### config.mk
export PLATFORM = sky130hd
export DESIGN_NAME = tpu_job_sequencer
export DESIGN_NICKNAME = d
export VERILOG_FILES = /design/src/rtl/tpu_job_sequencer.sv
export SDC_FILE = /design/constraint.sdc
export NUM_CORES = 1
export LEC_CHECK = 0
export ABC_CLOCK_PERIOD_IN_PS = 2100
export BUFFER_PORTS_ARGS = -buffer_cell sky130_fd_sc_hd__buf_2
export CORE_AREA = 5 5 113 115
export CTS_BUF_LIST = sky130_fd_sc_hd__clkbuf_4 sky130_fd_sc_hd__clkbuf_8
export CTS_CLUSTER_DIAMETER = 150
export DETAILED_ROUTE_END_ITERATION = 8
export DIE_AREA = 0 0 118 120
export PLACE_DENSITY = 0.74
export SLEW_MARGIN = 20
export SYNTH_ARGS = -nofsm -noshare
export SYNTH_HDL_FRONTEND = slang
export SYNTH_SLANG_ARGS = --single-unit
### constraint.sdc
create_clock -name clk -period 2.1 [get_ports clk]
set_input_delay 0.21 -clock clk [delete_from_list [all_inputs] [get_ports clk]]
set_output_delay 0.21 -clock clk [all_outputs]
set_load 0.05 [all_outputs]
### src/rtl/tpu_job_sequencer.sv
// Job-level controller for the systolic TPU top: streams operands into its serial
// load port, pulses init, waits for the serial result, buffers it and emits words.
module tpu_job_sequencer #(
   parameter int D_W      = 8,
   parameter int N        = 2,
   parameter int COMP_LAT = 4,
   parameter int TIMEOUT  = 255
) (
   input  logic             clk,
   input  logic             rst,
   input  logic             start,
   input  logic             clear_err,
   output logic             busy,
   output logic             done,
   output logic             err,
   input  logic             src_bit_x,
   input  logic             src_bit_y,
   input  logic             src_valid,
   output logic             src_ready,
   output logic             load_en,
   output logic             data_in_x,
   output logic             data_in_y,
   output logic             init,
   input  logic             tx_ready,
   input  logic             data_out_z,
   output logic [2*D_W-1:0] res_word,
   output logic             res_valid,
   input  logic             res_ready,
   output logic             res_last
);

   localparam int LOAD_BITS = N * N * D_W;
   localparam int RES_WORDS = N * N;
   localparam int WORD_W    = 2 * D_W;
   localparam int LCNT_W    = $clog2(LOAD_BITS + 1);
   localparam int BIT_W     = $clog2(WORD_W);
   localparam int PTR_W     = (RES_WORDS > 1) ? $clog2(RES_WORDS) : 1;

   typedef enum logic [2:0] {
      IDLE, LOAD, INIT, COMPUTE, WAIT_TX, DRAIN, EMIT, DONE
   } state_t;

   state_t            state, state_nxt;
   logic [LCNT_W-1:0] load_cnt;
   logic [7:0]        wait_cnt;
   logic [BIT_W-1:0]  word_bit;
   logic [PTR_W-1:0]  wr_ptr, rd_ptr, rd_nxt;
   logic [WORD_W-1:0] res_buf [RES_WORDS];
   logic [WORD_W-1:0] shifted;
   logic              src_hs, res_hs, capture, err_event;

   always_comb begin
      state_nxt = state;
      err_event = 1'b0;
      src_hs    = (state == LOAD) && src_valid && src_ready;
      res_hs    = (state == EMIT) && res_valid && res_ready;
      capture   = (state == DRAIN) || ((state == WAIT_TX) && tx_ready);
      rd_nxt    = res_hs ? rd_ptr + 1'b1 : rd_ptr;
      shifted   = {res_buf[wr_ptr][WORD_W-2:0], data_out_z};
      case (state)
         IDLE:    if (start) state_nxt = LOAD;
         LOAD:    if (src_hs && load_cnt == LCNT_W'(LOAD_BITS - 1)) state_nxt = INIT;
         INIT:    state_nxt = COMPUTE;
         COMPUTE: if (wait_cnt == 8'(COMP_LAT - 1)) state_nxt = WAIT_TX;
         WAIT_TX: begin
            if (tx_ready) begin
               state_nxt = DRAIN;
            end else if (wait_cnt == 8'(TIMEOUT - 1)) begin
               state_nxt = IDLE;
               err_event = 1'b1;
            end
         end
         DRAIN: begin
            // The drain runs by bit count; a dropped tx_ready is only flagged.
            if (!tx_ready) err_event = 1'b1;
            if (wr_ptr == PTR_W'(RES_WORDS - 1) && word_bit == BIT_W'(WORD_W - 1))
               state_nxt = EMIT;
         end
         EMIT:    if (res_hs && rd_ptr == PTR_W'(RES_WORDS - 1)) state_nxt = DONE;
         DONE:    state_nxt = IDLE;
         default: state_nxt = IDLE;
      endcase
   end

   always_ff @(posedge clk or negedge rst) begin
      if (!rst) begin
         state     <= IDLE;
         load_cnt  <= '0;
         wait_cnt  <= '0;
         word_bit  <= '0;
         wr_ptr    <= '0;
         rd_ptr    <= '0;
         busy      <= 1'b0;
         done      <= 1'b0;
         err       <= 1'b0;
         src_ready <= 1'b0;
         load_en   <= 1'b0;
         data_in_x <= 1'b0;
         data_in_y <= 1'b0;
         init      <= 1'b0;
         res_word  <= '0;
         res_valid <= 1'b0;
         res_last  <= 1'b0;
         for (int i = 0; i < RES_WORDS; i++) res_buf[i] <= '0;
      end else begin
         state     <= state_nxt;
         busy      <= (state_nxt != IDLE);
         done      <= (state_nxt == DONE);
         src_ready <= (state_nxt == LOAD);
         init      <= (state == INIT);
         load_en   <= src_hs;
         if (src_hs) begin
            data_in_x <= src_bit_x;
            data_in_y <= src_bit_y;
         end

         if (state != LOAD)    load_cnt <= '0;
         else if (src_hs)      load_cnt <= load_cnt + 1'b1;

         if (state_nxt != state)                          wait_cnt <= '0;
         else if (state == COMPUTE || state == WAIT_TX)   wait_cnt <= wait_cnt + 1'b1;

         // Result bits arrive MSB-first, so each word is built by shifting left.
         if (capture) begin
            res_buf[wr_ptr] <= shifted;
            if (word_bit == BIT_W'(WORD_W - 1)) begin
               word_bit <= '0;
               wr_ptr   <= wr_ptr + 1'b1;
            end else begin
               word_bit <= word_bit + 1'b1;
            end
         end else begin
            word_bit <= '0;
            wr_ptr   <= '0;
         end

         if (state_nxt == EMIT) begin
            rd_ptr    <= rd_nxt;
            res_valid <= 1'b1;
            res_last  <= (rd_nxt == PTR_W'(RES_WORDS - 1));
            res_word  <= (capture && wr_ptr == rd_nxt) ? shifted : res_buf[rd_nxt];
         end else begin
            rd_ptr    <= '0;
            res_valid <= 1'b0;
            res_last  <= 1'b0;
            res_word  <= '0;
         end

         if (err_event)       err <= 1'b1;
         else if (clear_err)  err <= 1'b0;
      end
   end

endmodule

## After elaboration in Yosys (flattened, before gate mapping)

Index checks and enable logic that the tools add are counted.

- Register bits after elaboration: 115
- Input bits: 10
- Output and inout port bits: 26
- Logic and storage cells: 106

- $add $sub $neg: 5
- Magnitude comparators: 3
- Equality and inequality tests: 21
- Muxes and demuxes: 37
- Bitwise gates (word level): 2
- Reduce and logical (&&, ||, !) cells: 17

Operators by type and width:

| cell | count |
|---|---|
| $mux W16 | 5 |
| $bmux W16 S2 | 2 |
| $bwmux W64 | 1 |
| $demux W16 S2 | 1 |
| $mux W15 | 2 |
| $pmux W3 S8 | 1 |
| $mux W3 | 7 |
| $eq A3 B3 Y1 const B | 6 |
| $mux W8 | 2 |
| $mux W6 | 2 |
| $logic_and A1 B1 Y1 | 10 |
| $add A8 B1 Y8 const B | 1 |
| $eq A8 B2 Y1 const B | 1 |
| $eq A8 B8 Y1 const B | 1 |
| $mux W2 | 4 |
| $mux W4 | 2 |
| $mux W1 | 7 |
| $add A6 B1 Y6 const B | 1 |
| $eq A2 B2 Y1 const B | 3 |
| $eq A3 B1 Y1 const B | 2 |
| $eq A3 B2 Y1 const B | 2 |
| $eq A6 B5 Y1 const B | 1 |
| $ge A3 B3 Y1 const B | 2 |
| $not A2 Y3 | 2 |
| 13 further kinds | 17 |

## Depth between registers and ports, before layout

Gate-level depths: netlist of run 1.

- Word-level depth: 10
- Depth in mapped cells: 10
- Mapped depth without buffers: 8

## Least setup slack after synthesis of run 1

OpenSTA, ideal clock, no wires.

- Path type: register to register
- Start: register res_valid
- End: register res_word[0]
- Library setup time: 0.092 ns
- Arrival time: 2.098 ns
- Data required time: 2.008 ns
- Slack: -0.089 ns
- Stages on the path, launching flop included: 6
- Path buffers: 1
- Clock period less this slack: 2.189 ns
- Cells stage by stage: dfrtp_1 > nand2_1 > nor2_2 > buf_6 > mux4_2 > o31ai_2

- Word-level cells in the longest chain between the ends: 9
- Elaborated cells on any way between the ends: 15
- Those cells by class: 2 x eq/ne; 8 x mux; 1 x bitwise; 4 x reduce/logical

Ends and longest elaborated chain:

| item | RTL line | text |
|---|---|---|
| start: declaration | 27 | `output logic res_valid,` |
| start signal: assignment | 102 | `res_valid <= 1'b0;` |
| start signal: assignment | 139 | `res_valid <= 1'b1;` |
| start signal: assignment | 144 | `res_valid <= 1'b0;` |
| $logic_and A1 B1 Y1 * (2 in series) | 56 | `res_hs = (state == EMIT) && res_valid && res_ready;` |
| $mux W2 | 58 | `rd_nxt = res_hs ? rd_ptr + 1'b1 : rd_ptr;` |
| $not A2 Y3 (not written as such) | 141 | `res_word <= (capture && wr_ptr == rd_nxt) ? shifted : res_buf[rd_nxt];` |
| $bmux W16 S2 | 141 |  |
| $mux W16 (not written as such) (2 in series) | 141 |  |
| $mux W16 | 141 |  |
| $mux W16 * | 137 | `if (state_nxt == EMIT) begin` |
| end signal: assignment | 141 |  |
| end: declaration | 26 | `output logic [2*D_W-1:0] res_word,` |

Mark *: on every way between the ends. The rest lies on a longest branch, timed or not. The select of a mux whose other input is x is not followed.
A chain may end at the register's enable or synchronous reset.

## Worst setup path after layout of run 1

- Start: register rd_ptr[1]
- End: register res_word[7]

- Word-level cells in the longest chain between the ends: 8
- Elaborated cells on any way between the ends: 15
- Those cells by class: 1 x add/sub; 3 x eq/ne; 8 x mux; 1 x bitwise; 2 x reduce/logical

Ends and longest elaborated chain:

| item | RTL line | text |
|---|---|---|
| start: declaration | 47 | `logic [PTR_W-1:0] wr_ptr, rd_ptr, rd_nxt;` |
| start signal: assignment | 138 | `rd_ptr <= rd_nxt;` |
| $add A2 B1 Y2 | 58 |  |
| $mux W2 | 58 |  |
| $not A2 Y3 (not written as such) | 141 |  |
| $bmux W16 S2 | 141 |  |
| $mux W16 (not written as such) (2 in series) | 141 |  |
| $mux W16 | 141 |  |
| $mux W16 * | 137 |  |

Marks and branches as above.

==> summary.md, run 1 <==
| Metric | Value |
|---|---|
| Status | complete, no violations |
| Top delay family on crit path | multiplexers |
| CTS tree | built |
| Synth Cell Area | ~6500 sq um |
| Gr usage total | 0.216 |
| Fin. Hold Viols | 0 |
| # DRC | 0 |
| Post-synth top flop | dfrtp_1 |
| Cell mode on critical path | buf_4 |
| F_max | ~500 MHz |
| Syn avg cell area | roughly 13 sq um |
| Iteration-0 DRC Markers | ~260 |
| Synth Net Count | 516 |
| Setup TNS | 0 ns |
| DR pass1 iterations | 4 |
| CP endpoint kind | flip-flop |
| Top cells by area, synth | dfrtp_1 45%, mux2_2 12%, mux2i_1 10%, mux4_2 9.8%, o31ai_2 1.9% |
| Worst-path cell chain | ha_2 > buf_4 > buf_4 > mux2i_1 > mux4_2 > o31ai_1 |
| Via count | 4350 |
| Postcts setup bufs | 0 |
| FFs w/ async S/R, synth | 1.00 |
| Power Total | between 6 and 7 mW |
| Die Footprint | between 10000 and 15000 sq um |
| Vias in the first global route | between 4000 and 5000 |
| Clock skew | 0.0132 ns |
| Post-Synthesis Cells | between 400 and 500 |
| Die H | around 120 um |
| WL per Instance | ~20 um |
| Grt ovf | 0 |
| Global-route wire length before repair | approximately 24 mm |
| Crit path largest cell delay | about 0.47 ns |
| Clock buffer depth | 2 |
| Nets@finish | roughly 570 |
| Netlist cell types | 58 |
| Antenna cells | 0 |
| Stages on worst setup path | 6 |
| Final wirelength | 14.2 mm |
| Slew Viols, Final | 0 |
| Gpl congestion | between 0.8 and 0.9 |
| Leak | between 3 and 4 nW |
| Clk sinks | roughly 120 |
| Rel. slew slack | 0.685 |
| Minimum clock period | around 2.0 ns |
| Post-synth EDFFs | 0 |
| Clock transition at path regs | ~0.070 ns |
| Initial Util | 0.551 |
| Worst vdd ir | 0.000918 V |
| Cell taking the most area after synthesis | dfrtp_1 |
| Synthesis Warnings | 0 |
| Final worst path period share | 0.955 |
| RSZ-0062 raised after global routing | false |
| IO Count | 36 |
| Htree depth | 4 |
| ANT nets after route | 0 |
| Synth top area share | 0.446 |
| CTS Buf Count | 17 |
| Synthesis-to-layout area growth | 14.3% |
| Register area share after synthesis | 0.446 |
| Final setup fails | 0 |
| CP Class | reg -> reg |
| CP Max Fanout | 9 |
| Synthesized flop and latch total | roughly 120 |
| CTS Root Cell | clkbuf_8 |
| Slowest-stage cell, CP | mux4_2 |
| Pwr dens | ~870 nW/um^2 |
| Max-cap violations | 0 |
| Initial antenna violation count | 0 |
| Largest net degree at the start of global routing | 64 |
| Worst path arrival time | approximately 2.4 ns |
| IO buf count | 35 |
| Layout cell share with drive strength beyond 1 | 0.390 |
| DR vias/cell | about 6 |
| Startpoint type of the worst setup path | flip-flop |
| CP Data Required Time | roughly 2.5 ns |
| Worst slew pin tran | 0.470 ns |
| Clock Latency Late Sink | around 0.45 ns |
| Post-DP HPWL | 8.94 mm |
| Hold Crit Depth | 3 |
| Reg2reg path depth | 6 |
| HP Class | in -> reg |
| Die W | about 120 um |
| Std cell rows | 40 |
| Core box area | around 12000 sq um |
| CP bufs+invs | 2 |
## synthesized netlist by cell type (2+ instances only)
| library cell | number |
|---|---|
| and2_1 | 2 |
| nand4_1 | 18 |
| nor2_1 | 29 |
| dfrtp_1 | 115 |
| a31oi_1 | 3 |
| and4_1 | 2 |
| or2_2 | 2 |
| o21ai_1 | 2 |
| mux2i_1 | 65 |
| a21oi_1 | 8 |
| mux4_1 | 3 |
| clkbuf_1 | 8 |
| nor3_1 | 7 |
| nand3_1 | 5 |
| mux2_2 | 67 |
| xnor2_1 | 7 |
| ha_1 | 9 |
| buf_4 | 4 |
| mux4_2 | 28 |
| nand2_1 | 16 |
| a211oi_1 | 2 |
| o21ai_0 | 4 |
| o31ai_1 | 7 |
| nor2b_1 | 2 |
| and3_1 | 3 |
| nand3b_1 | 2 |
| inv_1 | 7 |
| nand2b_1 | 4 |
| buf_2 | 16 |
| buf_6 | 6 |
| xor2_1 | 8 |
| o31ai_2 | 10 |
## logic make-up after synthesis
kind of cell / after synthesis / share of synthesized area
DFF: 115 / 0.446
and+or+nand+nor: 104 / 0.0882
adders and majority gates: 9 / 0.0174
xor gates and xnor gates: 15 / 0.0204
buffers and inverters: 43 / 0.0374
AOI/OAI and AO/OA: 48 / 0.0630
muxes: 163 / 0.328
## final timing paths
kind | start | to | slack [ns]
max in group asynchronous | rst | res_buf[25]$_DFFE_PN0P_ | 1.16
worst min register to register | word_bit[0]$_DFF_PN0_ | word_bit[0]$_DFF_PN0_ | 0.50
worst max register to register | rd_ptr[1]$_DFF_PN0_ | res_word[7]$_DFF_PN0_ | 0.1
worst max-delay path | rd_ptr[1]$_DFF_PN0_ | res_word[7]$_DFF_PN0_ | 0.1
worst min-delay path | src_valid | load_cnt[1]$_DFFE_PN0P_ | 0.04
min in group asynchronous | rst | res_buf[34]$_DFFE_PN0P_ | 0.26
## stage by stage
stage | instance area [sq um] | std cells | util | worst slack [ns] | hold WS, ns
2_1_floorplan | 6460 | 497 | - | 0.0227 | -0.0856
3_3_place_gp | 6890 | 672 | 0.588 | 0.166 | 0.174
3_5_place_dp | 6890 | 672 | 0.588 | 0.0918 | 0.180
4_1_cts | 7350 | 708 | 0.627 | 0.0724 | 0.0198
5_1_grt | 7380 | 708 | 0.630 | 0.00131 | 0.0344
6_report | 7380 | 708 | 0.630 | 0.0953 | 0.0443
## final cells by class
class / count / area [sq um]
clock buffers: 24 / 318
clock inverters: 8 / 100
fillers: 908 / 4340
inverters: 8 / 32.5
multi-input cells: 339 / 3370
flip-flops and latches: 115 / 2880
well taps: 147 / 184
repair buffers: 67 / 494
## registers in the layout, indices dropped and copies added, names as in the netlist, 2 cells and up
name / count
res_buf: 64
res_word: 16
wait_cnt: 8
load_cnt: 6
word_bit: 4
state: 3
rd_ptr: 2
wr_ptr: 2
## worst register-to-register path, stage by stage, from the launching register on
cell,delay [ns]
dfrtp_2,0.43
ha_2,0.38
buf_4,0.22
buf_4,0.15
mux2i_1,0.06
mux4_2,0.47
o31ai_1,0.19
## what timing repair did
item	4_1_cts	5_1_grt
resized for setup	0	7
hold endpoints to repair	32	0
hold buffers	4	0
endpoints found under the setup margin	0	14
## placed cells by master, fill, tap and decap left out, types with 3 or more instances in the layout
master and count:
o21ai_0 4, nand3_1 5, dlygate4sd3_1 4, nor3_1 7
mux4_2 28, o31ai_2 10, buf_4 23, a31oi_1 3
nand4_1 18, mux2_2 67, o31ai_1 7, mux4_1 3
and3_1 3, xnor2_1 7, inv_1 7, buf_2 34
nor2_1 29, clkinvlp_4 4, xor2_1 8, buf_12 5
nand2b_1 4, a21oi_1 7, nand2_1 16, mux2i_1 65
clkbuf_8 22, ha_1 7, dfrtp_1 114
## report_power, final
group / leakage, nW / internal (mW) / switching, mW
Sequential: 1.56 / 2.44 / 0.217
Combinational: 1.35 / 0.650 / 0.949
Clock: 0.204 / 1.23 / 0.897
Total: 3.12 / 4.32 / 2.06
## per-layer routing
metal  GRT usage  wire length, um  vias up
li1            -                -     1975
met1       0.278             6130     2278
met2       0.361             7400       85
met3      0.0537              559       12
met4      0.0681              149        0
met5           0                0        -
Note: power is estimated with default switching activity, not from simulation.
==> run 2: changes to the inputs <==
--- a/config.mk
+++ b/config.mk
@@ -13,6 +13,7 @@
 export DETAILED_ROUTE_END_ITERATION = 8
 export DIE_AREA = 0 0 118 120
 export PLACE_DENSITY = 0.74
+export RECOVER_POWER = 100
 export SLEW_MARGIN = 20
 export SYNTH_ARGS = -nofsm -noshare
 export SYNTH_HDL_FRONTEND = slang
==> summary.md, run 2 (synthesized netlist as in run 1, its figures left out) <==
| Metric | Value |
|---|---|
| Status | complete, no violations |
| Top Registers | res_buf x64, res_word x16, wait_cnt x8 |
| Largest register FFs | 64 (unchanged) |
| Slowest-stage cell, CP | mux4_2 |
| Reg2reg path depth | 6 (unchanged) |
| CP bufs+invs | 2 (unchanged) |
| Std cell rows | 40 (unchanged) |
| F_max | 498 MHz (-0.16%) |
| Iteration-0 DRC Markers | 262 (+1.2%) |
| Synthesis-to-layout area growth | 13.3% |
| Top reg by flops | res_buf |
| Die W | 118 um (unchanged) |
| Clock buffer depth | 2 (unchanged) |
| Post-DP HPWL | 8.94 mm (unchanged) |
| Core box area | 11700 sq um (unchanged) |
| Startpoint type of the worst setup path | flip-flop |
| Gpl congestion | 0.843 (unchanged) |
| Reg-to-reg setup timing slack | 0.09 ns (about the same) |
| Cell mode on critical path | buf_4 |
| IO buf count | 35 (unchanged) |
| Placed Instances | 672 (unchanged) |
| Global-route wire length before repair | 24.3 mm (unchanged) |
| Die Footprint | 14200 sq um (unchanged) |
| Placement Setup Slack | 0.0918 ns (unchanged) |
| Commonest non-fill, non-tap cells in the layout | 114 x dfrtp_1, 67 x mux2_2, 65 x mux2i_1 |
| Minimum clock period | 2.01 ns (+0.00331 ns) |
| FF-to-FF End | res_word[7]$_DFF_PN0_ |
| Clock skew | 0.0122 ns (-0.000971 ns) |
| Stages on worst setup path | 6 (unchanged) |
| CTS Buf Count | 17 (unchanged) |
| Hold Crit Depth | 3 (unchanged) |
| Leak | 3.00 nW (-3.8%) |
| Clock transition at path regs | 0.08 ns (about the same) |
| Crit path largest cell delay | 0.47 ns (about the same) |
| DR vias/cell | 6.15 (about the same) |
| # DRC | 0 (unchanged) |
| Postcts setup bufs | 0 (unchanged) |
| IO Count | 36 (unchanged) |
| Worst vdd ir | 0.000892 V (-2.9%) |
| CP Data Required Time | 2.46 ns (about the same) |
| Layout cell share with drive strength beyond 1 | 0.335 (-0.0553) |
| Worst slew pin tran | 0.820 ns (+0.350 ns) |
| CTS tree | built |
| Fin area | 7310 sq um (-0.90%) |
| Grt ovf | 0 (unchanged) |
| CP endpoint kind | flip-flop |
| Clock Latency Late Sink | 0.45 ns (about the same) |
| Nets@finish | 567 (unchanged) |
| Clk sinks | 115 (unchanged) |
| Gr usage total | 0.216 (unchanged) |
| Leading cell type in the layout, fill and taps excluded | dfrtp_1 |
| Via count | 4354 (+0.092%) |
| Final setup fails | 0 (unchanged) |
| Slew Viols, Final | 0 (unchanged) |
| Pwr dens | 869 nW/um^2 (+0.39%) |
| HP Class | in -> reg |
| Vias in the first global route | 4654 (unchanged) |
| Initial Util | 0.551 (unchanged) |
| Top delay family on crit path | multiplexers |
| Finished Layout Cells | 708 (unchanged) |
| WL per Instance | 20.0 um (-0.34%) |
| Worst path arrival time | 2.37 ns (about the same) |
| Largest net degree at the start of global routing | 64 (unchanged) |
| RSZ-0062 raised after global routing | false |
| ANT nets after route | 0 (unchanged) |
| WHS | 0.0450 ns (+0.000720 ns) |
| CP startpoint | rd_ptr[1]$_DFF_PN0_ |
| DP Area | 6890 sq um (unchanged) |
| Setup TNS | 0 ns (unchanged) |
| Final worst slack | 0.0920 ns (-0.00331 ns) |
| CTS Root Cell | clkbuf_8 |
| CP Max Fanout | 9 (unchanged) |
| Die H | 120 um (unchanged) |
| Max-cap violations | 0 (unchanged) |
| Final worst path period share | 0.956 (+0.00157) |
| Htree depth | 4 (unchanged) |
| Rel. slew slack | 0.454 (-0.231) |
| Final wirelength | 14.2 mm (-0.34%) |
| CP Class | reg -> reg |
| End of the critical path | res_word[7]$_DFF_PN0_ |
| Post-layout util | 0.624 (-0.00566) |
| Initial antenna violation count | 0 (unchanged) |
| Reg2Reg Launch Point | rd_ptr[1]$_DFF_PN0_ |
| Power Total | 6.35 mW (-0.52%) |
| Worst-path cell chain | ha_2 > buf_4 > buf_4 > mux2i_1 > mux4_2 > o31ai_1 |
| Antenna cells | 0 (unchanged) |
| DR pass1 iterations | 5 (+1) |
| Fin. Hold Viols | 0 (unchanged) |
-- run 2: worst min path at each step --
stage / from / to / slack [ns]
2_1_floorplan: rst / busy$_DFF_PN0_ / -0.09
3_3_place_gp: rst / res_buf[50]$_DFFE_PN0P_ / 0.17
3_5_place_dp: rst / res_buf[34]$_DFFE_PN0P_ / 0.18
4_1_cts: src_valid / load_cnt[1]$_DFFE_PN0P_ / 0.02
5_1_grt: src_valid / load_cnt[1]$_DFFE_PN0P_ / 0.03
6_report: src_valid / load_cnt[1]$_DFFE_PN0P_ / 0.05
-- run 2: layout make-up --
class,instances,area [sq um]
Sequential cell,115,2880
Inverter,8,32.5
Multi-Input combinational cell,339,3350
Timing Repair Buffer,67,448
Fill cell,926,4400
Clock buffer,24,318
Clock inverter,8,100
Tap cell,147,184
-- run 2: power by group --
part | internal (mW) | switching (mW) | total, mW
Sequential | 2.44 | 0.215 | 2.66
Combinational | 0.633 | 0.939 | 1.57
Clock | 1.23 | 0.893 | 2.13
Total | 4.31 | 2.05 | 6.35
-- run 2: repair_timing --
action	CTS	global route
resized for setup	0	7
endpoints found under the setup margin	0	14
hold buffers	4	0
endpoints found under the hold margin	32	0
-- run 2: layer usage --
metal  wire length, um  track usage
met5                 0            0
met4               161       0.0681
met3               787       0.0537
met2              7290        0.361
met1              5950        0.278
-- run 2: worst reg2reg max path, stage by stage (launching register included) --
cell	delay, ns
dfrtp_2	0.43
ha_2	0.38
buf_4	0.22
buf_4	0.15
mux2i_1	0.07
mux4_2	0.47
o31ai_1	0.19
==> run 3: changes to the inputs <==
--- a/config.mk
+++ b/config.mk
@@ -8,7 +8,7 @@
 export ABC_CLOCK_PERIOD_IN_PS = 2100
 export BUFFER_PORTS_ARGS = -buffer_cell sky130_fd_sc_hd__buf_2
 export CORE_AREA = 5 5 113 115
-export CTS_BUF_LIST = sky130_fd_sc_hd__clkbuf_4 sky130_fd_sc_hd__clkbuf_8
+export CTS_BUF_LIST = sky130_fd_sc_hd__clkbuf_8
 export CTS_CLUSTER_DIAMETER = 150
 export DETAILED_ROUTE_END_ITERATION = 8
 export DIE_AREA = 0 0 118 120
==> constraint.sdc (replaced) <==
create_clock -name clk -period 2.1 [get_ports clk]
set_input_delay 0.21 -clock clk [delete_from_list [all_inputs] [get_ports clk]]
set_output_delay 0.21 -clock clk [all_outputs]
set_load 0.01 [all_outputs]
==> summary.md, run 3 (synthesized netlist as in run 1, its figures left out) <==
| Metric | Value |
|---|---|
| Status | complete, no violations |
| Top delay family on crit path | compound AO/OA/AOI/OAI gates |
| Worst path arrival time | 2.36 ns (about the same) |
| DR pass1 iterations | 5 (unchanged) |
| Initial antenna violation count | 0 (unchanged) |
| Post-layout util | 0.621 (-0.00353) |
| Gpl congestion | 0.802 (-4.9%) |
| HP Class | in -> reg |
| Antenna cells | 0 (unchanged) |
| CTS Root Cell | clkbuf_8 |
| CP Data Required Time | 2.46 ns (about the same) |
| Minimum clock period | 2.00 ns (-0.00577 ns) |
| Worst vdd ir | 0.000750 V (-16%) |
| RSZ-0062 raised after global routing | true |
| Grt ovf | 0 (unchanged) |
| Slew Viols, Final | 0 (unchanged) |
| Rel. slew slack | 0.299 (-0.154) |
| Htree depth | 4 (unchanged) |
| Final wirelength | 14.4 mm (+1.7%) |
| CP endpoint kind | flip-flop |
| Fin area | 7270 sq um (-0.56%) |
| Leak | 2.99 nW (about the same) |
| CTS tree | built |
| WHS | 0.0639 ns (+0.0189 ns) |
| Synthesis-to-layout area growth | 12.6% |
| Post-DP HPWL | 8.93 mm (about the same) |
| CP Max Fanout | 7 (-2) |
| WL per Instance | 20.4 um (+1.6%) |
| Setup TNS | 0 ns (unchanged) |
| Via count | 4361 (+0.16%) |
| Crit path largest cell delay | 0.42 ns (-0.05 ns) |
| ANT nets after route | 0 (unchanged) |
| # DRC | 0 (unchanged) |
| DP Area | 6870 sq um (-0.33%) |
| Fill cells | 959 (+3.6%) |
| Clk sinks | 115 (unchanged) |
| Fin. Hold Viols | 0 (unchanged) |
| CP Class | reg -> reg |
| Largest register FFs | 64 (unchanged) |
| Placed Instances | 673 (+0.15%) |
| Clock Latency Late Sink | 0.45 ns (about the same) |
| Startpoint type of the worst setup path | flip-flop |
| Largest net degree at the start of global routing | 42 (-34%) |
| Reg area | 2880 sq um (unchanged) |
| Area occupied by multi-input gates | 3340 sq um (-0.11%) |
| IO Count | 36 (unchanged) |
| Leading cell type in the layout, fill and taps excluded | dfrtp_1 |
| Layout cell share with drive strength beyond 1 | 0.338 (+0.00296) |
| Final worst path period share | 0.953 (-0.00275) |
| CTS Buf Count | 17 (unchanged) |
| DR vias/cell | 6.15 (about the same) |
| Nets@finish | 568 (+0.18%) |
| Top Registers | res_buf x64, res_word x16, wait_cnt x8 |
| Die Footprint | 14200 sq um (unchanged) |
| Iteration-0 DRC Markers | 260 (-0.76%) |
| IO buf count | 35 (unchanged) |
| Global-route wire length before repair | 24.3 mm (-0.14%) |
| Clock skew | 0.0172 ns (+0.00503 ns) |
| Top reg by flops | res_buf |
| Vias in the first global route | 4753 (+2.1%) |
| Slowest-stage cell, CP | dfrtp_1 |
| Clock transition at path regs | 0.07 ns (about the same) |
| Finished Layout Cells | 709 (+0.14%) |
| Clock buffer depth | 2 (unchanged) |
| Initial Util | 0.551 (unchanged) |
| Gr usage total | 0.217 (+0.000938) |
| Core box area | 11700 sq um (unchanged) |
| Worst slew pin tran | 1.05 ns (+0.231 ns) |
| Pwr dens | 874 nW/um^2 (+0.50%) |
| F_max | 499 MHz (+0.29%) |
| CP bufs+invs | 0 (-2) |
| Final setup fails | 0 (unchanged) |
| Max-cap violations | 0 (unchanged) |
| Worst-path cell chain | ha_1 > and3_1 > a32oi_2 > mux2i_1 > a221o_1 > a211oi_2 |
| Std cell rows | 40 (unchanged) |
| Commonest non-fill, non-tap cells in the layout | 114 x dfrtp_1, 67 x mux2_2, 65 x mux2i_1 |
| Die W | 118 um (unchanged) |
| Die H | 120 um (unchanged) |
run 3: cell types whose count changed in the layout (fill, tap and decap cells not counted), sizes merged:
cell / delta
clkbuf: -6
clkinv: +3
bufinv: +2
buf: +1
clkinvlp: +1
run 3: worst min-delay path: stages:
cell and delay, ns:
buf_2 0.12, nand3_1 0.07, a21oi_1 0.06
run 3: layout make-up:
type,count,area share
Clock buffer,18,0.0341
Clock inverter,14,0.0256
Inverter,8,0.00413
Multi-Input combinational cell,339,0.460
Sequential cell,115,0.396
Tap cell,147,0.0253
Timing Repair Buffer,68,0.0546
run 3: through the flow:
step / power, mW / setup WS (ns)
5_1_grt: 6.68 / -0.0132
2_1_floorplan: 3.71 / 0.00814
3_3_place_gp: 4.06 / 0.167
6_report: 6.35 / 0.0978
3_5_place_dp: 4.13 / 0.120
4_1_cts: 6.41 / 0.0879
run 3: per-layer routing:
layer  vias to the layer above  wire [um]  global-route usage
met1                      2249       6090               0.270
met5                         -          0                   0
li1                       1974          -                   -
met2                       116       7490               0.364
met3                        22        644              0.0514
met4                         0        211              0.0918
run 3: power by group:
part / total [mW] / internal [mW] / switching [mW]
sequential: 2.66 / 2.44 / 0.221
combinational: 1.44 / 0.634 / 0.806
clock: 2.25 / 1.31 / 0.935
run 3: timing repair:
action | 4_1_cts | 5_1_grt
endpoints found under the setup margin | 0 | 4
gates resized for setup | 0 | 2
setup buffers | 0 | 0
hold endpoints to repair | 41 | 0
hold buffers | 4 | 0
run 3: path summary, 6_finish.rpt:
check	start	to	slack, ns	cells after the start
min	src_valid	load_cnt[1]$_DFFE_PN0P_	0.06	3
max reg2reg	word_bit[0]$_DFF_PN0_	wait_cnt[1]$_DFFE_PN0P_	0.1	6
min reg2reg	word_bit[0]$_DFF_PN0_	word_bit[0]$_DFF_PN0_	0.51	1
min in group asynchronous	rst	res_buf[0]$_DFFE_PN0P_	0.48	2
max in group asynchronous	rst	data_in_y$_DFFE_PN0P_	0.35	3
max	word_bit[0]$_DFF_PN0_	wait_cnt[1]$_DFFE_PN0P_	0.1	6
